==> config.mk <==
export PLATFORM = sky130hd
export DESIGN_NAME = uart_cmd_ack_gen
export DESIGN_NICKNAME = d
export VERILOG_FILES = /design/src/rtl/uart_ack_pkg.sv /design/src/rtl/cmd_rule_check.sv /design/src/rtl/uart_cmd_ack_gen.sv
export SDC_FILE = /design/constraint.sdc
export NUM_CORES = 1
export LEC_CHECK = 0
export CORE_MARGIN = 4
export CORE_UTILIZATION = 44
export CTS_CLUSTER_SIZE = 10
export DETAILED_ROUTE_END_ITERATION = 10
export PLACE_DENSITY_LB_ADDON = 0.08
export SYNTH_ARGS = -nofsm -noshare
export SYNTH_HDL_FRONTEND = slang
export SYNTH_SLANG_ARGS = --single-unit
export TNS_END_PERCENT = 30
==> constraint.sdc <==
create_clock -name clk_in -period 1.8 [get_ports clk_in]
set_input_delay 0.18 -clock clk_in [delete_from_list [all_inputs] [get_ports clk_in]]
set_output_delay 0.18 -clock clk_in [all_outputs]
set_load 0.05 [all_outputs]
==> src/rtl/uart_ack_pkg.sv <==
// uart_ack_pkg: shared constants and types for the UART command acknowledge path.
//   - Opcode values (top OP_W bits of a command byte).
//   - DDS mode constants that enable the waveform and mode-gated channel commands.
//   - FSM state type for uart_cmd_ack_gen.
//   - Default ACK/NAK response bytes.
package uart_ack_pkg;

  // Opcodes 0..4 are plain register writes; 5..7 carry a checked argument.
  localparam int unsigned OP_FREQ       = 0;
  localparam int unsigned OP_PHASE      = 1;
  localparam int unsigned OP_AMP        = 2;
  localparam int unsigned OP_OFFS       = 3;
  localparam int unsigned OP_SYNC       = 4;
  localparam int unsigned OP_WAVE       = 5;
  localparam int unsigned OP_CHSEL      = 6;
  localparam int unsigned OP_CHSEL_MODE = 7;

  localparam int unsigned MODE_1 = 1;
  localparam int unsigned MODE_2 = 2;

  localparam logic [7:0] ACK_CODE_DEF = 8'h01;
  localparam logic [7:0] NAK_CODE_DEF = 8'hFF;

  typedef enum logic [1:0] {
    IDLE,
    EVAL,
    SEND
  } ack_state_e;

endpackage

==> src/rtl/cmd_rule_check.sv <==
// cmd_rule_check: combinational command validity decoder.
// A command byte is split into op = data[DATA_W-1 -: OP_W] and arg = remaining low bits;
// ok_out is high when the command is legal for the given DDS mode.
// Ports:
//   data_in  [DATA_W-1:0]  command byte
//   mode_in  [MODE_W-1:0]  DDS mode the command is evaluated against
//   ok_out                 1 = accept, 0 = reject
module cmd_rule_check
  import uart_ack_pkg::*;
#(
  parameter int unsigned DATA_W      = 8,
  parameter int unsigned OP_W        = 3,
  parameter int unsigned NUM_CH      = 4,
  parameter int unsigned MODE_W      = 4,
  parameter int unsigned WAVE_MAX_M1 = 5,
  parameter int unsigned WAVE_MAX_M2 = 8
) (
  input  logic [DATA_W-1:0] data_in,
  input  logic [MODE_W-1:0] mode_in,
  output logic              ok_out
);

  localparam int unsigned ARG_W = DATA_W - OP_W;

  localparam logic [ARG_W-1:0] WaveMaxM1 = ARG_W'(WAVE_MAX_M1);
  localparam logic [ARG_W-1:0] WaveMaxM2 = ARG_W'(WAVE_MAX_M2);

  logic [OP_W-1:0]   w_op;
  logic [ARG_W-1:0]  w_arg;
  logic [NUM_CH-1:0] w_ch;
  logic              w_ch_hi_zero;
  logic              w_ch_onehot;
  logic              w_mode1;
  logic              w_mode2;

  assign w_op  = data_in[DATA_W-1 -: OP_W];
  assign w_arg = data_in[ARG_W-1:0];
  assign w_ch  = w_arg[NUM_CH-1:0];

  // Argument bits above the channel field must be clear.
  assign w_ch_hi_zero = (w_arg >> NUM_CH) == '0;
  // Non-zero and clearing the lowest set bit leaves nothing: exactly one bit set.
  assign w_ch_onehot  = (w_ch != '0) && ((w_ch & (w_ch - NUM_CH'(1))) == '0);

  assign w_mode1 = (mode_in == MODE_W'(MODE_1));
  assign w_mode2 = (mode_in == MODE_W'(MODE_2));

  always_comb begin
    ok_out = 1'b0;
    if (w_op <= OP_W'(OP_SYNC)) begin
      ok_out = (data_in != '0);
    end else if (w_op == OP_W'(OP_WAVE)) begin
      if (w_mode1) begin
        ok_out = (w_arg != '0) && (w_arg <= WaveMaxM1);
      end else if (w_mode2) begin
        ok_out = (w_arg != '0) && (w_arg <= WaveMaxM2);
      end
    end else if (w_op == OP_W'(OP_CHSEL)) begin
      ok_out = w_ch_onehot && w_ch_hi_zero;
    end else if (w_op == OP_W'(OP_CHSEL_MODE)) begin
      ok_out = w_ch_onehot && w_ch_hi_zero && (w_mode1 || w_mode2);
    end
  end

endmodule

==> src/rtl/uart_cmd_ack_gen.sv <==
// uart_cmd_ack_gen: registered command validator / ACK-NAK generator between UART RX and TX.
// One command is in flight at a time: IDLE accepts a byte (and samples the mode), EVAL applies
// the rules and registers the response, SEND holds it until TX takes it.
// Ports:
//   clk_in, rst_in           clock, synchronous active-high reset
//   rx_data_in/valid_in      command byte stream; rx_ready_out high only in IDLE
//   mode_in                  DDS mode, sampled together with the accepted byte
//   tx_data_out/valid_out    ACK_CODE or NAK_CODE response; tx_ready_in consumes it
//   last_op_out/last_ok_out  opcode and verdict of the most recently evaluated command
// Build option UART_ACK_ERRCNT_EN adds nak_clr_in and a saturating 16-bit nak_cnt_out.
module uart_cmd_ack_gen
  import uart_ack_pkg::*;
#(
  parameter int unsigned       DATA_W      = 8,
  parameter int unsigned       OP_W        = 3,
  parameter int unsigned       NUM_CH      = 4,
  parameter int unsigned       MODE_W      = 4,
  parameter int unsigned       WAVE_MAX_M1 = 5,
  parameter int unsigned       WAVE_MAX_M2 = 8,
  parameter logic [DATA_W-1:0] ACK_CODE    = DATA_W'(ACK_CODE_DEF),
  parameter logic [DATA_W-1:0] NAK_CODE    = DATA_W'(NAK_CODE_DEF)
) (
  input  logic              clk_in,
  input  logic              rst_in,
  input  logic [DATA_W-1:0] rx_data_in,
  input  logic              rx_valid_in,
  output logic              rx_ready_out,
  input  logic [MODE_W-1:0] mode_in,
  output logic [DATA_W-1:0] tx_data_out,
  output logic              tx_valid_out,
  input  logic              tx_ready_in,
  output logic [OP_W-1:0]   last_op_out,
  output logic              last_ok_out
`ifdef UART_ACK_ERRCNT_EN
  ,
  input  logic              nak_clr_in,
  output logic [15:0]       nak_cnt_out
`endif
);

  ack_state_e        r_state,   w_state_nxt;
  logic [DATA_W-1:0] r_data,    w_data_nxt;
  logic [MODE_W-1:0] r_mode,    w_mode_nxt;
  logic [DATA_W-1:0] r_tx_data, w_tx_data_nxt;
  logic              r_tx_valid, w_tx_valid_nxt;
  logic [OP_W-1:0]   r_last_op, w_last_op_nxt;
  logic              r_last_ok, w_last_ok_nxt;
  logic              w_rx_ready;
  logic              w_ok;

  cmd_rule_check #(
    .DATA_W      (DATA_W),
    .OP_W        (OP_W),
    .NUM_CH      (NUM_CH),
    .MODE_W      (MODE_W),
    .WAVE_MAX_M1 (WAVE_MAX_M1),
    .WAVE_MAX_M2 (WAVE_MAX_M2)
  ) u_rule_check (
    .data_in (r_data),
    .mode_in (r_mode),
    .ok_out  (w_ok)
  );

  always_comb begin
    w_state_nxt    = r_state;
    w_data_nxt     = r_data;
    w_mode_nxt     = r_mode;
    w_tx_data_nxt  = r_tx_data;
    w_tx_valid_nxt = r_tx_valid;
    w_last_op_nxt  = r_last_op;
    w_last_ok_nxt  = r_last_ok;
    w_rx_ready     = 1'b0;
    case (r_state)
      IDLE: begin
        w_rx_ready = 1'b1;
        if (rx_valid_in) begin
          w_data_nxt  = rx_data_in;
          w_mode_nxt  = mode_in;
          w_state_nxt = EVAL;
        end
      end
      EVAL: begin
        w_tx_data_nxt  = w_ok ? ACK_CODE : NAK_CODE;
        w_tx_valid_nxt = 1'b1;
        w_last_op_nxt  = r_data[DATA_W-1 -: OP_W];
        w_last_ok_nxt  = w_ok;
        w_state_nxt    = SEND;
      end
      SEND: begin
        if (tx_ready_in) begin
          w_tx_valid_nxt = 1'b0;
          w_state_nxt    = IDLE;
        end
      end
      default: w_state_nxt = IDLE;
    endcase
  end

  always_ff @(posedge clk_in) begin
    if (rst_in) begin
      r_state    <= IDLE;
      r_data     <= '0;
      r_mode     <= '0;
      r_tx_data  <= NAK_CODE;
      r_tx_valid <= 1'b0;
      r_last_op  <= '0;
      r_last_ok  <= 1'b0;
    end else begin
      r_state    <= w_state_nxt;
      r_data     <= w_data_nxt;
      r_mode     <= w_mode_nxt;
      r_tx_data  <= w_tx_data_nxt;
      r_tx_valid <= w_tx_valid_nxt;
      r_last_op  <= w_last_op_nxt;
      r_last_ok  <= w_last_ok_nxt;
    end
  end

  assign rx_ready_out = w_rx_ready;
  assign tx_data_out  = r_tx_data;
  assign tx_valid_out = r_tx_valid;
  assign last_op_out  = r_last_op;
  assign last_ok_out  = r_last_ok;

`ifdef UART_ACK_ERRCNT_EN
  logic [15:0] r_nak_cnt;

  // Clear wins over a same-cycle NAK; the count sticks at all-ones.
  always_ff @(posedge clk_in) begin
    if (rst_in || nak_clr_in) begin
      r_nak_cnt <= '0;
    end else if ((r_state == EVAL) && !w_ok && (r_nak_cnt != 16'hFFFF)) begin
      r_nak_cnt <= r_nak_cnt + 16'd1;
    end
  end

  assign nak_cnt_out = r_nak_cnt;
`endif

endmodule

-- Yosys cells after proc, flatten, opt, wreduce, memory -nomap -nowiden
Cells that the tools add are included.
- bits in writable memories: 0
- memory bits (read-only): 0
- register bits after elaboration: 27
- memories: 0
- bits in latches: 0
- reductions and logical operators: 16
- multiply operators: 0
- bitwise logic cells: 1
- magnitude comparators: 3
- mux-type cells: 13
- equal/unequal tests: 9
- shift operators: 0
- div/mod/pow operators: 0
- add/subtract/negate cells: 1
- operators with widths (operator ; count):
    $eq 3x3->1 const B ; 3
    $mux 1 ; 8
    $mux 8 ; 1
    $reduce_bool 8->1 ; 1
    $pmux 2 s3 ; 1
    $reduce_and 2->1 ; 3
    $le 5x3->1 const B ; 1
    $le 5x4->1 const B ; 1
    $logic_and 1x1->1 ; 5
    $logic_not 5->1 ; 1
    $reduce_bool 5->1 ; 1
    $and 4x4->4 ; 1
    $eq 4x1->1 const B ; 1
    $eq 4x2->1 const B ; 1
    $logic_not 4->1 ; 1
    $mux 2 ; 2
    $ne 2x2->1 const B ; 2
    $reduce_bool 4->1 ; 1
    $sub 4x1->4 const B ; 1
    $le 3x3->1 const B ; 1
    $eq 2x1->1 const B ; 1
    $eq 2x2->1 const B ; 1
    $logic_not 2->1 ; 1
    $pmux 1 s2 ; 1
    2 further kinds ; 2

-- Longest topological paths before layout
Gate-level depths: netlist (run 1).
- depth after elaboration: 11
- depth in mapped cells: 5
- depth with buffers taken out: 4

-- Cells and area by module
From an unflattened synthesis (run 1), not the netlist that was laid out.
- cell total of the unflattened synthesis: 91
- area total of the unflattened synthesis: 883.3 um^2
- modules (own cells, without submodules) (module ; cells an instance ; area each (um^2) ; seq. area each (um^2) ; instances):
    uart_cmd_ack_gen ; 77 ; 789.5 ; 400.4 ; 1
    cmd_rule_check ; 14 ; 93.8 ; 0.0 ; 1

-- Worst setup path after synthesis (run 1)
Ideal clock, no wire load.
- path kind: reg-to-reg
- from: reg r_state[1]
- to: reg r_data[1]
- setup slack: -0.013 ns
- clock period less this slack: 1.813 ns
- library setup time: 0.071 ns
- required time: 1.729 ns
- data arrival time: 1.742 ns
- stages on the path, launching flop included: 6
- path through: dfxtp_1 nor2_1 and2_1 clkbuf_1 nand2_1 a21oi_1
- longest elaborated chain between the ends: 2
- ends and longest elaborated chain (element ; RTL line ; RTL):
    start: declaration ; uart_cmd_ack_gen.sv:41 ; ack_state_e r_state, w_state_nxt;
    start signal: assignment ; uart_cmd_ack_gen.sv:109 ; r_state <= w_state_nxt;
    $logic_not 2->1 ; uart_cmd_ack_gen.sv:73 ; case (r_state)
    $reduce_and 2->1 (no source line) ; - ;
    end signal: assignment ; uart_cmd_ack_gen.sv:110 ; r_data <= w_data_nxt;
    end: declaration ; uart_cmd_ack_gen.sv:42 ; logic [DATA_W-1:0] r_data, w_data_nxt;
No other way between the ends.
A chain may end at the register's enable or synchronous reset.

-- Worst setup path in the final report (run 1)
- from: reg r_last_ok (netlist: last_ok_out)
- to: out last_ok_out
- RTL lines (element ; RTL line ; RTL):
    start: declaration ; uart_cmd_ack_gen.sv:47 ; logic r_last_ok, w_last_ok_nxt;
    start signal: assignment ; uart_cmd_ack_gen.sv:115 ; r_last_ok <= w_last_ok_nxt;
    end: declaration ; uart_cmd_ack_gen.sv:33 ; output logic last_ok_out
No word-level cell between the ends.

==> metrics.txt, run 1 <==
Slew HR 0.663; Required @ worst endpoint around 1600 ps; CP max FO 2; CP Capture Type output port; leak pwr 0.439 nW; HPWL Detailed 1370 microns; fin. max-slew vios 0; Crit-path slowest cell clkdlybuf4s50_1; design area between 1000 and 1500 sq um; CTS sink cnt 20; Buffers on Ports 28; Worst path max stage delay roughly 800 ps; CP Depth 1; f_max ~0.6 GHz; 1st-pass router iterations 3; Top FF cell, synth dfxtp_1; FF-to-FF Start r_data[3]$_SDFFE_PP0P_; NumNets Final ~160; met3 track demand over resource 0.0582; ys async rst share 0; Die Area between 2000 and 3000 sq um; FP Rows 16; Setup violations, final 0; Mapped Cells 117; Cell Pwr Density about 820 nW/um^2; Initial Util 0.467; Num CTS Buffers 3; vias in the first global route 749; endpoint of the worst setup timing path last_ok_out; clk buf depth 2; reg2reg setup slack 200 ps; routed len/inst between 10 and 15 microns; Filler cells around 210; setup_tns 0 ps; M1 GR Usage 0.158; syn_area_per_cell a little under 8 sq um; RSZ-0062 raised after global routing no; core area 1960 sq um; Synthesis Warnings 0; later-pin clock latency in the skew report about 300 ps; CTS tree done; critical path class flip-flop to output port; postcts setup bufs 0; max_cap viols 0; critical path arrival roughly 1400 ps; Clock H-tree levels 1; worst-case clock skew 4.60 ps; Yosys top cell by area dfxtp_1; Synth top area share 0.437; final hold violations 0; peak supply drop around 0.62 mV; met2 Use GR 0.255; min-delay worst type input port to flip-flop; R2R Path End last_ok_out$_SDFFE_PP0P_; Overflow after GRT 0; Unique masters post-synth 28; Worst setup SP type flip-flop; Commonest cells post-synth nand2_1, dfxtp_1, a21oi_1; Synth area leaders dfxtp_1, nand2_1, a21oi_1, buf_4, nor2_1; largest net degree at the start of global routing 14; first-pass GRT wire length between 3000 and 4000 microns; Post-Route WL 1820 microns; Reg clk slew, reported paths about 110 ps; Slew @ Worst Pin 505 ps; DRC errors left 0; CP Cell Sequence clkdlybuf4s50_1; chip width 53.7 microns; clock root buffer clkbuf_4; CP bufs+invs 1; vias per cell roughly 5.1; area of the mapped netlist 917 sq um; syn nets 133; I/O pins 30; placed inst area 1170 sq um; Worst Setup SP last_ok_out$_SDFFE_PP0P_; Inserted Diodes 0; most numerous cell in the Yosys netlist nand2_1; via count approximately 840; status complete, no violations; Post-synth EDFFs 0; die height roughly 54 microns; GPL Wtd Cong roughly 0.75; Total GRT Usage 0.142; Final Cycle Share 0.902; clock period minus final worst setup slack roughly 1600 ps; R2R depth 4; GR peak layer met2; initial antenna violation count 0; CP top delay family buffers and inverters; Routed Antenna Nets 0; Yosys reg bits 20; register area share after synthesis 0.437; layout cells sized above 1 0.0791; area delta synth->final 32.3%; initial drt markers 20
placed cells by master (no fill, tap or decap), drive strengths merged, types with 3 or more instances in the layout:
master          n
nor2            5
clkdlybuf4s50  20
dfxtp          20
nand2          33
or3             3
clkbuf          4
a21oi          19
buf             3
dlymetal6s2s    5
sequential cells by signal, indices dropped and copies added, names as in the netlist:
register / flops
last_op_out: 3
tx_data_out: 1
tx_valid_out: 1
r_state: 2
last_ok_out: 1
r_mode: 4
r_data: 8
metrics by stage:
| stage | cells | total power [W] | hold slack, ps | setup slack [ps] | util |
|---|---|---|---|---|---|
| 2_1_floorplan | 117 | 0.000687 | 316 | 201 | - |
| 3_3_place_gp | 162 | 0.000758 | 442 | 247 | 0.595 |
| 3_5_place_dp | 162 | 0.000762 | 448 | 203 | 0.595 |
| 4_1_cts | 166 | 0.00101 | 414 | 4.12 | 0.612 |
| 5_1_grt | 166 | 0.00105 | 419 | 113 | 0.619 |
| 6_report | 166 | 0.000998 | 418 | 176 | 0.619 |
layer usage:
layer	wire length, microns	vias up	part of all wire
met2	815	23	0.45
met1	842	381	0.46
met3	157	0	0.087
met5	0	-	0
li1	-	437	-
met4	0	0	0
what timing repair did:
item | in CTS | in global routing
setup endpoints to repair | 7 | 5
endpoints found under the hold margin | 0 | 0
pin swaps | 0 | 0
hold buffers | 0 | 0
resized for setup | 2 | 5
worst min-delay path by stage:
| stage | cells past startpoint | end | start | slack, ps |
|---|---|---|---|---|
| 6_report | 3 | r_mode[3]$_SDFFE_PP0P_ | mode_in[3] | 420 |
| 5_1_grt | 3 | r_data[3]$_SDFFE_PP0P_ | rx_data_in[3] | 420 |
| 4_1_cts | 3 | r_mode[3]$_SDFFE_PP0P_ | mode_in[3] | 410 |
| 3_5_place_dp | 2 | last_op_out[2]$_SDFFE_PP0P_ | last_op_out[2]$_SDFFE_PP0P_ | 450 |
| 3_3_place_gp | 2 | last_op_out[1]$_SDFFE_PP0P_ | last_op_out[1]$_SDFFE_PP0P_ | 440 |
| 2_1_floorplan | 2 | r_data[6]$_SDFFE_PP0P_ | rx_data_in[6] | 320 |
power by group:
group          switching, W  internal [W]
sequential        0.0000288      0.000469
combinational      0.000146      0.000101
clock              0.000129      0.000123
total              0.000304      0.000694
kinds of logic after synthesis:
logic type,synth area share
compound gates,0.199
other cells,0.00409
simple gates,0.247
xor+xnor,0.0191
flops,0.437
buf+inv,0.0941
final cells by class:
cell class              count  area, sq um  share of cell area
multi-input cells          83          433               0.357
well taps                  27         33.8              0.0278
inverters                   2         7.51             0.00619
flip-flops and latches     20          400               0.330
clock buffers               4         36.3              0.0299
repair buffers             30          303               0.249
Power figures use the tool's default switching activity.
==> run 2: changes to the inputs <==
ABC_AREA = 1   (was default)
CORE_ASPECT_RATIO = 0.75   (was default)
CORE_UTILIZATION = 45   (was 44)
CTS_CLUSTER_DIAMETER = 100   (was default)
==> metrics.txt, run 2 <==
syn_area_per_cell about 7.7 sq um; setup_tns 0 ps; Largest register FFs 8; worst-case clock skew roughly 5.7 ps; later-pin clock latency in the skew report approximately 310 ps; 1st-pass router iterations 4; core area just over 2000 sq um; CTS sink cnt 20; final hold violations 0; Top FF cell, synth dfxtp_1; DRC errors left 0; CP max FO 2; Worst path max stage delay 800 ps; area of the mapped netlist 968 sq um; ys async rst share 0; CP Cell Sequence clkdlybuf4s50_1; Buffers on Ports 28; f_max 0.612 GHz; largest net degree at the start of global routing 23; most common cell after layout, fill and taps aside nand2_1; clock period minus final worst setup slack about 1600 ps; min-delay worst type input port to flip-flop; Switching Power approximately 0.00035 W; Reg clk slew, reported paths between 100 and 150 ps; area taken by multi-input logic gates approximately 440 sq um; Top Layer Used met4; Sequential Power Share 0.432; Int Power 0.000805 W; Synth top area share 0.413; Largest Register r_data; Inserted Diodes 0; NumNets Final 165; Crit-path slowest cell clkdlybuf4s50_1; HPWL Detailed approximately 1400 microns; Required @ worst endpoint around 1600 ps; layout cells sized above 1 0.189; postcts setup bufs 0; Total GRT Usage 0.143; peak supply drop 0.636 mV; setup ws final roughly 170 ps; Mapped Cells roughly 130; vias per cell about 4.7; FP Rows 14; Hold-fix buffers, CTS 0; Unique masters post-synth 21; Cell Pwr Density 938 nW/um^2; Clock H-tree levels 1; post-CTS sizing 0; initial drt markers 24; Routed Antenna Nets 0; metal3 WL about 130 microns; CTS tree done; clock share of power 0.322; commonest cells after routing, fill and taps aside nand2_1, nor2_1, clkdlybuf4s50_1, dfxtp_1, inv_1; Post-synth EDFFs 0; leak pwr slightly below 0.5 nW; worst slack, placed around 380 ps; R2R Path End r_data[5]$_SDFFE_PP0P_; max_cap viols 0; R2R depth 5; FF-to-FF Start r_state[1]$_SDFFE_PP0P_; first-pass GRT wire length 3050 microns; routed len/inst between 10 and 15 microns; CP top delay family buffers and inverters; die height between 40 and 50 microns; critical path arrival approximately 1500 ps; Worst setup SP type flip-flop; register area 400 sq um; syn nets 142; reg2reg setup slack between 500 and 600 ps; fin. max-slew vios 0; Die Area ~3000 sq um; Num CTS Buffers 3; Synth area leaders dfxtp_1, a211oi_2, nand2_1, nor2_1, buf_4; CP bufs+invs 1; area delta synth->final 27.5%; Final Cycle Share 0.907; most numerous cell in the Yosys netlist nand2_1; Synthesis Warnings 0; via count 816; hold depth 3; Overflow after GRT 0; clock root buffer clkbuf_4; critical path class flip-flop to output port; CP Capture Type output port; Post-Route WL between 1500 and 2000 microns; vias in the first global route 735; RSZ-0062 raised after global routing no; WL met2 between 700 and 800 microns; Switching Fraction 0.305; Hold Path Origin rx_data_in[2]; hold endpoint r_data[2]$_SDFFE_PP0P_; Initial Util 0.477; DRT met1 WL around 960 microns; Yosys top cell by area dfxtp_1; register area share after synthesis 0.413; Commonest cells post-synth nand2_1, dfxtp_1, nor2_1; I/O pins 30; Gate power share 0.245; status complete, no violations; Yosys reg bits 20; chip width between 60 and 70 microns; WHS approximately 420 ps; Power Total 0.00116 W; Setup violations, final 0; clk buf depth 2; Filler cells approximately 210; initial antenna violation count 0; GPL Wtd Cong 0.728; Core Util, Final 0.608
## run 2: cell types whose count changed after synthesis, sizes merged, moves of 3 or more
cell    before  now
inv          2   13
nand3        0    7
a21oi       19    9
nor2         5   24
nand2       33   27
or3          3    0
clkbuf       4    1
a211oi       0    9
## run 2: worst register-to-register path: cells and delay by family (launching register included)
family                 cells  cell delay, ps
AOI/OAI and AO/OA          1             120
and+or+nand+nor            3             520
DFF                        1             370
buffers and inverters      1             220
## run 2: kinds of logic (layout without fill, tap and decap cells)
family | after synthesis | count (layout) | share of synthesized area
other | 1 | 1 | 0.00387
flip-flops | 20 | 20 | 0.413
buffers and inverters | 24 | 46 | 0.137
AND/OR/NAND/NOR | 60 | 60 | 0.264
AO/OA/AOI/OAI | 21 | 21 | 0.182
## run 2: metal layers
layer,global-route usage,vias to the layer above
met3,0.0582,2
met4,0.0508,0
li1,-,445
met5,0,-
met2,0.209,22
met1,0.191,347
## run 2: worst max path at each step
stage,depth (start not counted),endpoint,startpoint,slack (ps)
final,1,last_ok_out,last_ok_out$_SDFFE_PP0P_,170
after floorplan,5,r_data[0]$_SDFFE_PP0P_,r_state[1]$_SDFFE_PP0P_,400
after global routing,1,last_op_out[1],last_op_out[1]$_SDFFE_PP0P_,100
after CTS,1,last_op_out[1],last_op_out[1]$_SDFFE_PP0P_,160
after global placement,5,r_data[6]$_SDFFE_PP0P_,rx_valid_in,420
after detailed placement,5,r_data[5]$_SDFFE_PP0P_,rx_valid_in,380
## run 2: final cells by class
class                           instances  share of cell area
Multi-Input combinational cell         82               0.353
Sequential cell                        20               0.324
Timing Repair Buffer                   29               0.217
Clock buffer                            3              0.0182
Tap cell                               24              0.0243
Clock inverter                          1              0.0243
Inverter                               13              0.0395
## run 2: power groups by stage
stage / clock network, W / logic (W) / registers [W]
final: 0.000374 / 0.000284 / 0.000501
after global routing: 0.000397 / 0.000310 / 0.000506
after CTS: 0.000376 / 0.000286 / 0.000501
after detailed placement: 0 / 0.000285 / 0.000511
after global placement: 0 / 0.000281 / 0.000510
after floorplan: 0 / 0.000194 / 0.000534
## run 2: stage by stage
stage	cells	area [sq um]
global route	172	1230
floorplan	126	968
detailed placement	168	1180
CTS	172	1230
finish	172	1230
global placement	168	1180
